`config.mk`:
```
export PLATFORM = sky130hd
export DESIGN_NAME = spi_arb
export DESIGN_NICKNAME = d
export VERILOG_FILES = /design/src/rtl/spi_arb_pkg.sv /design/src/rtl/spi_arb_rr_arb2.sv /design/src/rtl/spi_arb.sv
export SDC_FILE = /design/constraint.sdc
export NUM_CORES = 1
export LEC_CHECK = 0
export BUFFER_PORTS_ARGS = -buffer_cell sky130_fd_sc_hd__buf_2
export CAP_MARGIN = 20
export CORE_MARGIN = 2
export CORE_UTILIZATION = 44
export DETAILED_ROUTE_END_ITERATION = 8
export HOLD_SLACK_MARGIN = 0.12
export PLACE_DENSITY = 0.79
export SLEW_MARGIN = 10
export SYNTH_ARGS = -nofsm -noshare
export SYNTH_HDL_FRONTEND = slang
export SYNTH_SLANG_ARGS = --single-unit
```
`constraint.sdc`:
```
create_clock -name clk -period 2.53 [get_ports clk]
set_clock_uncertainty 0.1 [all_clocks]
set_input_delay 0 -clock clk [delete_from_list [all_inputs] [get_ports clk]]
set_output_delay 0 -clock clk [all_outputs]
set_load 0.02 [all_outputs]
```
`src/rtl/spi_arb_pkg.sv`:
```
// spi_arb_pkg: shared state encoding, timeout length and requester indices for the SPI arbiter
package spi_arb_pkg;
    typedef enum logic [1:0] {IDLE, ISSUE, WAIT, LOCKED} state_t;
    localparam int TIMEOUT_CYC = 1023;
    localparam int REQ_INERT = 0;
    localparam int REQ_A2D = 1;
    function automatic logic [1:0] onehot(input logic idx);
        return idx ? 2'b10 : 2'b01;
    endfunction
endpackage

```
`src/rtl/spi_arb_rr_arb2.sv`:
```
// rr_arb2: two-way round-robin winner select; the pointer breaks ties only
module rr_arb2
    import spi_arb_pkg::*;
(
    input  logic [1:0] req,
    input  logic       rr_ptr,
    output logic       winner,
    output logic       any
);
    assign any    = |req;
    assign winner = (&req) ? rr_ptr : req[REQ_A2D];
endmodule

```
`src/rtl/spi_arb.sv`:
```
// spi_arb: shares one SPI_mstr16 between the inertial and A2D requesters with lock and timeout
module spi_arb
    import spi_arb_pkg::*;
(
    input  logic        clk,
    input  logic        rst,
    input  logic [1:0]  req,
    input  logic [1:0]  lock,
    input  logic [15:0] cmd0,
    input  logic [15:0] cmd1,
    output logic [1:0]  gnt,
    output logic [1:0]  done_o,
    output logic [15:0] rd_data_o,
    output logic        err_o,
    output logic [1:0]  cs_sel,
    output logic        m_wrt,
    output logic [15:0] m_cmd,
    input  logic        m_done,
    input  logic [15:0] m_rd_data
);
    state_t      state, state_nxt;
    logic        owner, owner_nxt, rr_ptr, rr_nxt;
    logic        winner, any_req;
    logic [9:0]  cnt;
    logic        done_evt, timeout;

    rr_arb2 u_rr (
        .req    (req),
        .rr_ptr (rr_ptr),
        .winner (winner),
        .any    (any_req)
    );

    // m_done wins over a timeout landing in the same cycle
    assign done_evt = (state == WAIT) && m_done;
    assign timeout  = (state == WAIT) && !m_done && (cnt == 10'(TIMEOUT_CYC - 1));

    always_comb begin
        state_nxt = state;
        owner_nxt = owner;
        rr_nxt    = rr_ptr;
        case (state)
            IDLE: begin
                if (any_req) begin
                    owner_nxt = winner;
                    state_nxt = ISSUE;
                end
            end
            ISSUE: state_nxt = WAIT;
            WAIT: begin
                if (done_evt) begin
                    state_nxt = lock[owner] ? LOCKED : IDLE;
                    rr_nxt    = lock[owner] ? rr_ptr : ~owner;
                end else if (timeout) begin
                    state_nxt = IDLE;
                    rr_nxt    = ~owner;
                end
            end
            LOCKED: begin
                if (req[owner]) begin
                    state_nxt = ISSUE;
                end else if (!lock[owner]) begin
                    state_nxt = IDLE;
                    rr_nxt    = ~owner;
                end
            end
            default: state_nxt = IDLE;
        endcase
    end

    always_ff @(posedge clk) begin
        if (rst) begin
            state     <= IDLE;
            owner     <= 1'b0;
            rr_ptr    <= 1'b0;
            cnt       <= 10'd0;
            done_o    <= 2'b00;
            err_o     <= 1'b0;
            rd_data_o <= 16'h0000;
        end else begin
            state     <= state_nxt;
            owner     <= owner_nxt;
            rr_ptr    <= rr_nxt;
            cnt       <= (state == ISSUE) ? 10'd0 : (state == WAIT) ? cnt + 10'd1 : cnt;
            done_o    <= done_evt ? onehot(owner) : 2'b00;
            err_o     <= timeout;
            rd_data_o <= done_evt ? m_rd_data : rd_data_o;
        end
    end

    assign m_wrt  = (state == ISSUE);
    assign m_cmd  = m_wrt ? ((owner == 1'(REQ_A2D)) ? cmd1 : cmd0) : 16'h0000;
    assign gnt    = m_wrt ? onehot(owner) : 2'b00;
    assign cs_sel = (state == IDLE) ? 2'b00 : onehot(owner);
endmodule
```
======== Word level (Yosys, flattened, before mapping) ========
Cells that the tools add are included.
Widths: inputs -> output; s select.
word-level totals
  flip-flop bits (word level) ............. 33
  input port bits ......................... 55
  word-level logic and storage cells ...... 54
operators by class
  add/sub/neg operators ................... 1
  order comparisons ....................... 1
  equal/unequal tests ..................... 8
  multiplexer cells ....................... 22
  bitwise gates (word level) .............. 2
  reductions and logical operators ........ 13
operators by type and width
  operator               count
  $mux 16                2
  $mux 2                 9
  $add 10x1->10 const B  1
  $eq 10x10->1 const B   1
  $mux 1                 9
  $pmux 2 s4             1
  $ne 3x3->1 const B     2
  $reduce_and 3->1       2
  $reduce_or 2->1        3
  $eq 2x2->1 const B     2
  $ne 2x2->1 const B     2
  $reduce_and 2->1       2
  $logic_and 1x1->1      3
  $eq 2x1->1 const B     1
  $logic_not 2->1        1
  $lt 1x2->1 const B     1
  $not 1->1              2
  $pmux 1 s2             1
  $reduce_bool 2->1      1
  $logic_not 1->1        1

======== Longest topological paths before layout ========
Gate-level depths: netlist of run 1.
  depth in word-level cells ............... 6
  depth in mapped cells ................... 6
  gate-level depth less buffers ........... 6

======== By module ========
From an unflattened synthesis of run 1, not the netlist that was laid out.
unflattened totals
  cells, all modules ...................... 228
  area, all modules ....................... 1740.4 um2
by module, submodules not included
  module   instances  cells each  area an instance (um2)
  spi_arb  1          225         1722.9
  rr_arb2  1          3           17.5

======== Least setup slack after synthesis of run 1 ========
OpenSTA, ideal clock, no wires.
  kind .................................... reg2reg
  start point ............................. reg cnt[0]
  end point ............................... reg state[1]
  library setup time ...................... 120 ps
  arrival time ............................ 1530 ps
  slack ................................... 780 ps
  stages on the path, launching flop included .. 7
  path buffers ............................ 0
  cell sequence ........................... dfxtp_1 inv_1 ha_1 nand2_2 or3_1 a311o_1 o31a_1
on the way
  cells in the longest elaborated chain, start to end .. 4
RTL lines
  element                            RTL line       source
  start: declaration                 spi_arb.sv:24  logic [9:0] cnt;
  start signal: assignment           spi_arb.sv:84  cnt <= (state == ISSUE) ? 10'd0 : (state == WAIT) ? cnt + 10'd1 : cnt;
  $eq 10x10->1                       spi_arb.sv:36  assign timeout = (state == WAIT) && !m_done && (cnt == 10'(TIMEOUT_CYC - 1));
  $logic_and 1x1->1                  spi_arb.sv:36
  $ne 3x3->1 (no source line)        -
  $reduce_and 3->1 (no source line)  -
  end signal: assignment             spi_arb.sv:81  state <= state_nxt;
  end: declaration                   spi_arb.sv:21  state_t state, state_nxt;
No other way between the ends.
A chain may end at the register's enable or synchronous reset.

======== Worst setup path in the final report of run 1 ========
  start point ............................. reg state[0]
  end point ............................... reg owner
on the way
  cells in the longest elaborated chain, start to end .. 2
RTL lines
  element                            RTL line       source
  $logic_not 2->1                    spi_arb.sv:42  case (state)
  $reduce_and 2->1 (no source line)  -
  end signal: assignment             spi_arb.sv:82  owner <= owner_nxt;
  end: declaration                   spi_arb.sv:22  logic owner, owner_nxt, rr_ptr, rr_nxt;
No other way between the ends.

==> results.py, run 1 <==
metrics = {
    "synth": {
        "synth_edf_count": 0,
        "syn-instance-count": 212,
        "synthTopCellsByArea": "dfxtp_1 (39%), mux2i_1 (10%), nand2_1 (8.8%), nor2_1 (7.7%), a21oi_1 (5.0%)",
        "ys_seq_area_share_pct": 38.71,
        "post_synth.cell_area_avg_sq_um": 8.050,
        "synth_seq_cells": 33,
        "syn-cell-area_sq_um": 1707,
        "yosysWarnings": 0,
        "synth_nets": 269,
        "synthFlopType": "dfxtp_1",
        "synth.largest_area_cell": "dfxtp_1",
        "synth_top_cell_area_share_pct": 38.71,
        "synthArstFlopShare_pct": 0,
        "synthDistinctLibCells": 38,
    },
    "drt": {
        "vias": 1940,
        "routed_via_density": 4.987,
        "drt_iter0_markers": 71,
        "wirelength_um": 4972,
        "drc": 0,
        "first_pass_iters": 4,
        "drtAntennaViolNets": 0,
        "wire_per_inst_um": 12.78,
    },
    "setup_path": {
        "crit_buf_inv": 2,
        "worstSetupEndpoint": "owner",
        "critPathTopFamily": "buffers and inverters",
        "critPathRequiredTime_ns": 2.61,
        "endpoint_kind": "flop",
        "slowest_stage": "dlygate4sd3_1",
        "r2r_cells": 6,
        "r2r_end": "owner",
        "slowest_delay_ns": 0.57,
        "critPathMaxFanout": 10,
        "setup.worst_path.class": "reg2reg",
        "rrSetupSlack_ns": 0.19,
        "startpoint": "state[0]",
        "path_depth": 6,
        "critical_path_arrival_ns": 2.42,
        "worstSetupStartpointType": "flop",
        "rr_startpoint": "state[0]",
        "crit_chain": "nor2_1 > nand2_1 > a32oi_1 > dlygate4sd3_1 > nor2_1 > dlygate4sd3_1",
    },
    "clock_tree": {
        "clock_latency_ns": 0.29,
        "post_cts_buffers": 0,
        "cts-htree-levels": 2,
        "cts-buffers-inserted": 5,
        "cts_tree": "done",
        "clockBufferDepth": 2,
        "path_clk_slew_ns": 0.07,
        "clock-sinks": 33,
        "root_buffer": "clkbuf_8",
    },
    "timing": {
        "relSlewSlack_pct": 58.54,
        "rsz0062_at_grt": "no",
        "min_period_ns": 2.343,
        "fin_tns_setup_ns": 0,
        "clock.fmax_ghz": 0.4268,
        "tightest_slew_ns": 0.6212,
        "drv_slew": 0,
        "setup_viol_count_final": 0,
        "timing.final.hold_violations": 0,
        "final.period_utilization_pct": 92.61,
        "whs_ns": 0.1410,
        "final.setup.worst_slack_ns": 0.1869,
    },
    "finish": {
        "final_cells": 389,
        "nets": 398,
        "diodes": 0,
        "layout-drive-gt1-share_pct": 32.55,
        "area_delta_synth_final_pct": 55.42,
    },
    "global_routing": {
        "antenna_found_initial": 0,
        "grt_overflow": 0,
        "grt_pass1_vias": 1894,
        "grtUsageTotal_pct": 23.67,
        "grt_pass1_wl_um": 7893,
        "grt_max_degree": 27,
    },
    "placed_design": {
        "place.gp.congestion": 0.7360,
        "dp_hpwl_um": 3057,
        "dp.cells": 342,
        "io_buffer_count": 94,
        "dp_slack_ns": 0.5900,
    },
    "run_status": {
        "status": "completed",
    },
    "flow_run": {
        "cap_violations": 0,
    },
    "floorplan": {
        "die_area_sq_um": 4393,
        "placementRows": 22,
        "die_y_um": 66.28,
        "io_pins": 95,
        "start_util_pct": 46.27,
        "core_area_sq_um": 3689,
        "die_w_um": 66.28,
    },
    "power_and_ir_drop": {
        "leakagePower_nw": 1.253,
        "p_clk_share_pct": 21.6,
        "vdd_drop_max_mv": 0.3487,
        "intPower_w": 0.001140,
        "seqPwrFrac_pct": 34.2,
        "power_density_nw_per_um2": 707.2,
        "p_sw_w": 0.0007354,
        "p_sw_share_pct": 39.20,
        "comb_power_share_pct": 44.2,
    },
    "min_path": {
        "min_path_type": "in2reg",
        "worstHoldStart": "lock[1]",
    },
}
-- power by group through the flow --
stage          registers [W]  clock network, W  logic [W]
2_1_floorplan       0.000645                 0   0.000568
3_3_place_gp        0.000646                 0   0.000732
3_5_place_dp        0.000651                 0   0.000739
4_1_cts             0.000638          0.000402   0.000823
5_1_grt             0.000651          0.000439   0.000906
6_report            0.000641          0.000405   0.000829
-- layout by cell type (no fill, tap or decap), types with 4 or more instances in the layout --
master / synthesis / layout
xor2_1: 5 / 5
nor2_1: 35 / 34
nand4_1: 4 / 4
nand2_1: 40 / 40
a21oi_1: 17 / 17
dfxtp_1: 33 / 33
buf_2: 2 / 94
dlygate4sd3_1: 0 / 40
nor4_1: 5 / 5
nor3_1: 4 / 4
nand2b_1: 5 / 5
mux2i_1: 17 / 17
clkbuf_8: 0 / 6
-- synth_stat cells (all sizes together) (2+ instances only) --
cell type,number
a211oi,2
inv,4
ha,2
and3,2
nor4,5
o211ai,2
dfxtp,33
or3,2
mux2i,17
nor2,35
xnor2,3
clkbuf,7
nor3,4
nand4,5
nand2b,5
a21oi,17
nand2,41
xor2,5
buf,8
-- cell families after synthesis --
| family | share of synthesized area [%] |
|---|---|
| buffers and inverters | 7.551 |
| and+or+nand+nor | 26.98 |
| xor gates and xnor gates | 4.106 |
| AOI/OAI and AO/OA | 10.56 |
| DFF | 38.71 |
| adders and majority gates | 1.466 |
| muxes | 10.63 |
-- sequential cells by signal (all words and copies together) (netlist names) --
name,count
rd_data_o,16
err_o,1
done_o,2
owner,1
cnt,10
rr_ptr,1
state,2
-- worst min-delay path by stage --
stage	endpoint	slack, ns	cells after the start
floorplan	err_o	-0.02	1
global placement	rd_data_o[3]	0.14	3
detailed placement	rd_data_o[4]	0.15	3
CTS	state[1]	0.14	4
global route	state[1]	0.14	4
finish	state[1]	0.14	4
-- cell type report --
class                      count  area (sq um)
inverter                       5         32.53
timing repair buffer         137         893.4
clock buffer                   7         86.33
tap                           48         60.06
multi-input combinational    159         919.6
sequential                    33         660.6
fill                         279          1036
-- layer usage --
layer	GRT usage, %	share of wire (%)
met5	0	0
met4	9.439	2.5
met3	7.496	7.0
met2	44.63	51
met1	23.69	40
-- worst register-to-register path, stage by stage, from the launching register on --
cell	delay, ns
dfxtp_1	0.41
nor2_1	0.31
nand2_1	0.09
a32oi_1	0.16
dlygate4sd3_1	0.57
nor2_1	0.04
dlygate4sd3_1	0.56
-- through the flow --
step                total power [W]  cell area (sq um)  utilization (%)
floorplan                  0.001213               1707                -
global placement           0.001378               2163            58.65
detailed placement         0.001390               2163            58.65
CTS                        0.001863               2650            71.85
global route               0.001995               2653            71.91
finish                     0.001876               2653            71.91
-- timing repair --
item / 4_1_cts / 5_1_grt
hold endpoints to repair: 23 / 0
gates resized for setup: 0 / 1
endpoints found under the setup margin: 0 / 16
hold buffers: 40 / 0
(Power assumes the default switching activity.)
==> run 2, diff against run 1 <==
CORE_MARGIN = 5   (was 2)
==> results.py, run 2 (synthesis gave the netlist of run 1 again) <==
metrics = {
    "run_status": {
        "status": "completed",
    },
    "drt": {
        "drt_iter0_markers": 141,
        "vias": 1969,
        "drtAntennaViolNets": 0,
        "wirelength_um": 5646,
        "first_pass_iters": 4,
        "drc": 0,
        "routed_via_density": 5.036,
        "wire_per_inst_um": 14.44,
    },
    "finish": {
        "layout_common_cells": "buf_2 (94), dlygate4sd3_1 (41), nand2_1 (40), nor2_1 (34), dfxtp_1 (33)",
        "area_delta_synth_final_pct": 57.77,
        "diodes": 0,
        "largestRegisters": "rd_data_o: 16 flops, cnt: 10 flops",
        "final_common_cell": "buf_2",
        "layout-drive-gt1-share_pct": 32.65,
        "top_register": "rd_data_o",
        "largest_reg_flops": 16,
        "nFillCells": 270,
        "stdcell_area_sq_um": 2693,
        "nets": 399,
    },
    "placed_design": {
        "place.gp.congestion": 0.8058,
        "io_buffer_count": 94,
        "placed_cell_area_sq_um": 2163,
        "dp_hpwl_um": 3471,
    },
    "setup_path": {
        "slowest_delay_ns": 0.58,
        "rrSetupSlack_ns": 0.08,
        "critPathRequiredTime_ns": 2.60,
        "r2r_cells": 6,
        "critPathMaxFanout": 10,
        "endpoint_kind": "flop",
        "worstSetupStartpointType": "flop",
        "crit_chain": "nor2_1 > nand2_1 > a32oi_1 > dlygate4sd3_1 > nor2_1 > dlygate4sd3_1",
        "critical_path_arrival_ns": 2.52,
        "slowest_stage": "dlygate4sd3_1",
        "rr_startpoint": "state[0]",
        "setup.worst_path.class": "reg2reg",
        "r2r_end": "owner",
    },
    "min_path": {
        "hold_end": "state[0]",
        "min_path_type": "in2reg",
        "worstHoldStart": "lock[1]",
        "min_path_cells": 5,
    },
    "power_and_ir_drop": {
        "power_density_nw_per_um2": 744.8,
        "p_clk_share_pct": 25.4,
        "intPower_w": 0.001252,
        "seqPwrFrac_pct": 31.9,
        "leakagePower_nw": 1.273,
        "comb_power_share_pct": 42.8,
        "p_sw_share_pct": 37.57,
        "p_sw_w": 0.0007534,
        "vdd_drop_max_mv": 0.5631,
    },
    "clock_tree": {
        "clockBufferDepth": 2,
        "cts-buffers-inserted": 5,
        "cts_tree": "done",
        "cts-htree-levels": 2,
        "clock_latency_ns": 0.28,
        "clock-sinks": 33,
        "root_buffer": "clkbuf_8",
        "path_clk_slew_ns": 0.07,
    },
    "timing": {
        "min_period_ns": 2.447,
        "tightest_slew_ns": 0.6605,
        "whs_ns": 0.2068,
        "drv_slew": 0,
        "timing.final.hold_violations": 0,
        "relSlewSlack_pct": 55.92,
        "rsz0062_at_grt": "no",
        "final.period_utilization_pct": 96.70,
        "clock.fmax_ghz": 0.4087,
        "setup_viol_count_final": 0,
        "fin_tns_setup_ns": 0,
    },
    "global_routing": {
        "grt_max_degree": 27,
        "grt_pass1_wl_um": 9232,
        "grt_overflow": 0,
        "grt_pass1_vias": 2026,
        "grtUsageTotal_pct": 22.57,
        "antenna_found_initial": 0,
    },
    "floorplan": {
        "die_w_um": 72.28,
        "die_area_sq_um": 5224,
        "start_util_pct": 45.93,
        "die_y_um": 72.28,
        "io_pins": 95,
        "placementRows": 22,
        "core_area_sq_um": 3716,
    },
    "flow_run": {
        "cap_violations": 0,
    },
}
run 2: changes by cell type in the layout (fill, tap and decap cells not counted):
cell and change:
bufinv_16 +1, dlygate4sd3_1 +1
run 2: repair_timing:
| action | 4_1_cts | 5_1_grt |
|---|---|---|
| hold buffers | 41 | 0 |
| setup buffers | 0 | 0 |
| hold endpoints to repair | 21 | 0 |
| setup endpoints to repair | 0 | 16 |
| resized for setup | 0 | 1 |
run 2: routing by layer:
layer | global-route usage, % | routed length, um | vias to the layer above
met2 | 40.44 | 2979 | 74
met1 | 22.80 | 2058 | 894
met5 | 0 | 0 | -
li1 | - | - | 974
met4 | 13.99 | 214 | 0
met3 | 6.510 | 394 | 27
run 2: per-stage QoR:
stage          utilization [%]  power (W)  setup slack (ns)  instances
2_1_floorplan                -   0.001213            0.7805        212
6_report                 72.46   0.002006           0.08339        391
5_1_grt                  72.46   0.002124           0.01001        391
3_3_place_gp             58.22   0.001379            0.6517        342
4_1_cts                  72.39   0.001991           0.05577        391
3_5_place_dp             58.22   0.001398            0.5991        342
run 2: power groups by stage:
stage               clock network (W)  registers (W)  logic (W)
finish                       0.000509       0.000639   0.000857
global route                 0.000543       0.000648   0.000933
CTS                          0.000514       0.000636   0.000841
detailed placement                  0       0.000648   0.000751
global placement                    0       0.000645   0.000735
floorplan                           0       0.000645   0.000568
run 2: area by class of cell:
cell class | count | area (sq um) | area share, %
multi-input cells | 159 | 919.6 | 34.15
repair buffers | 138 | 903.4 | 33.55
flip-flops and latches | 33 | 660.6 | 24.54
clock buffers | 7 | 86.33 | 3.206
well taps | 48 | 60.06 | 2.230
inverters | 5 | 32.53 | 1.208
clock inverters | 1 | 30.03 | 1.115
run 2: worst max-delay path by stage:
stage / from / endpoint / slack [ns] / cells after the start
after CTS: state[0] / rd_data_o[10] / 0.06 / 5
after detailed placement: state[1] / rd_data_o[10] / 0.60 / 4
after floorplan: cnt[0] / state[1] / 0.78 / 6
after global placement: state[0] / rd_data_o[6] / 0.65 / 4
final: state[0] / owner / 0.08 / 6
after global routing: state[0] / owner / 0.01 / 6
run 2: critical path: cells and delay by family (launching register included):
| kind | cells | cell delay (ns) |
|---|---|---|
| AO/OA/AOI/OAI | 1 | 0.17 |
| buffers and inverters | 2 | 1.15 |
| flip-flops | 1 | 0.40 |
| AND/OR/NAND/NOR | 3 | 0.52 |
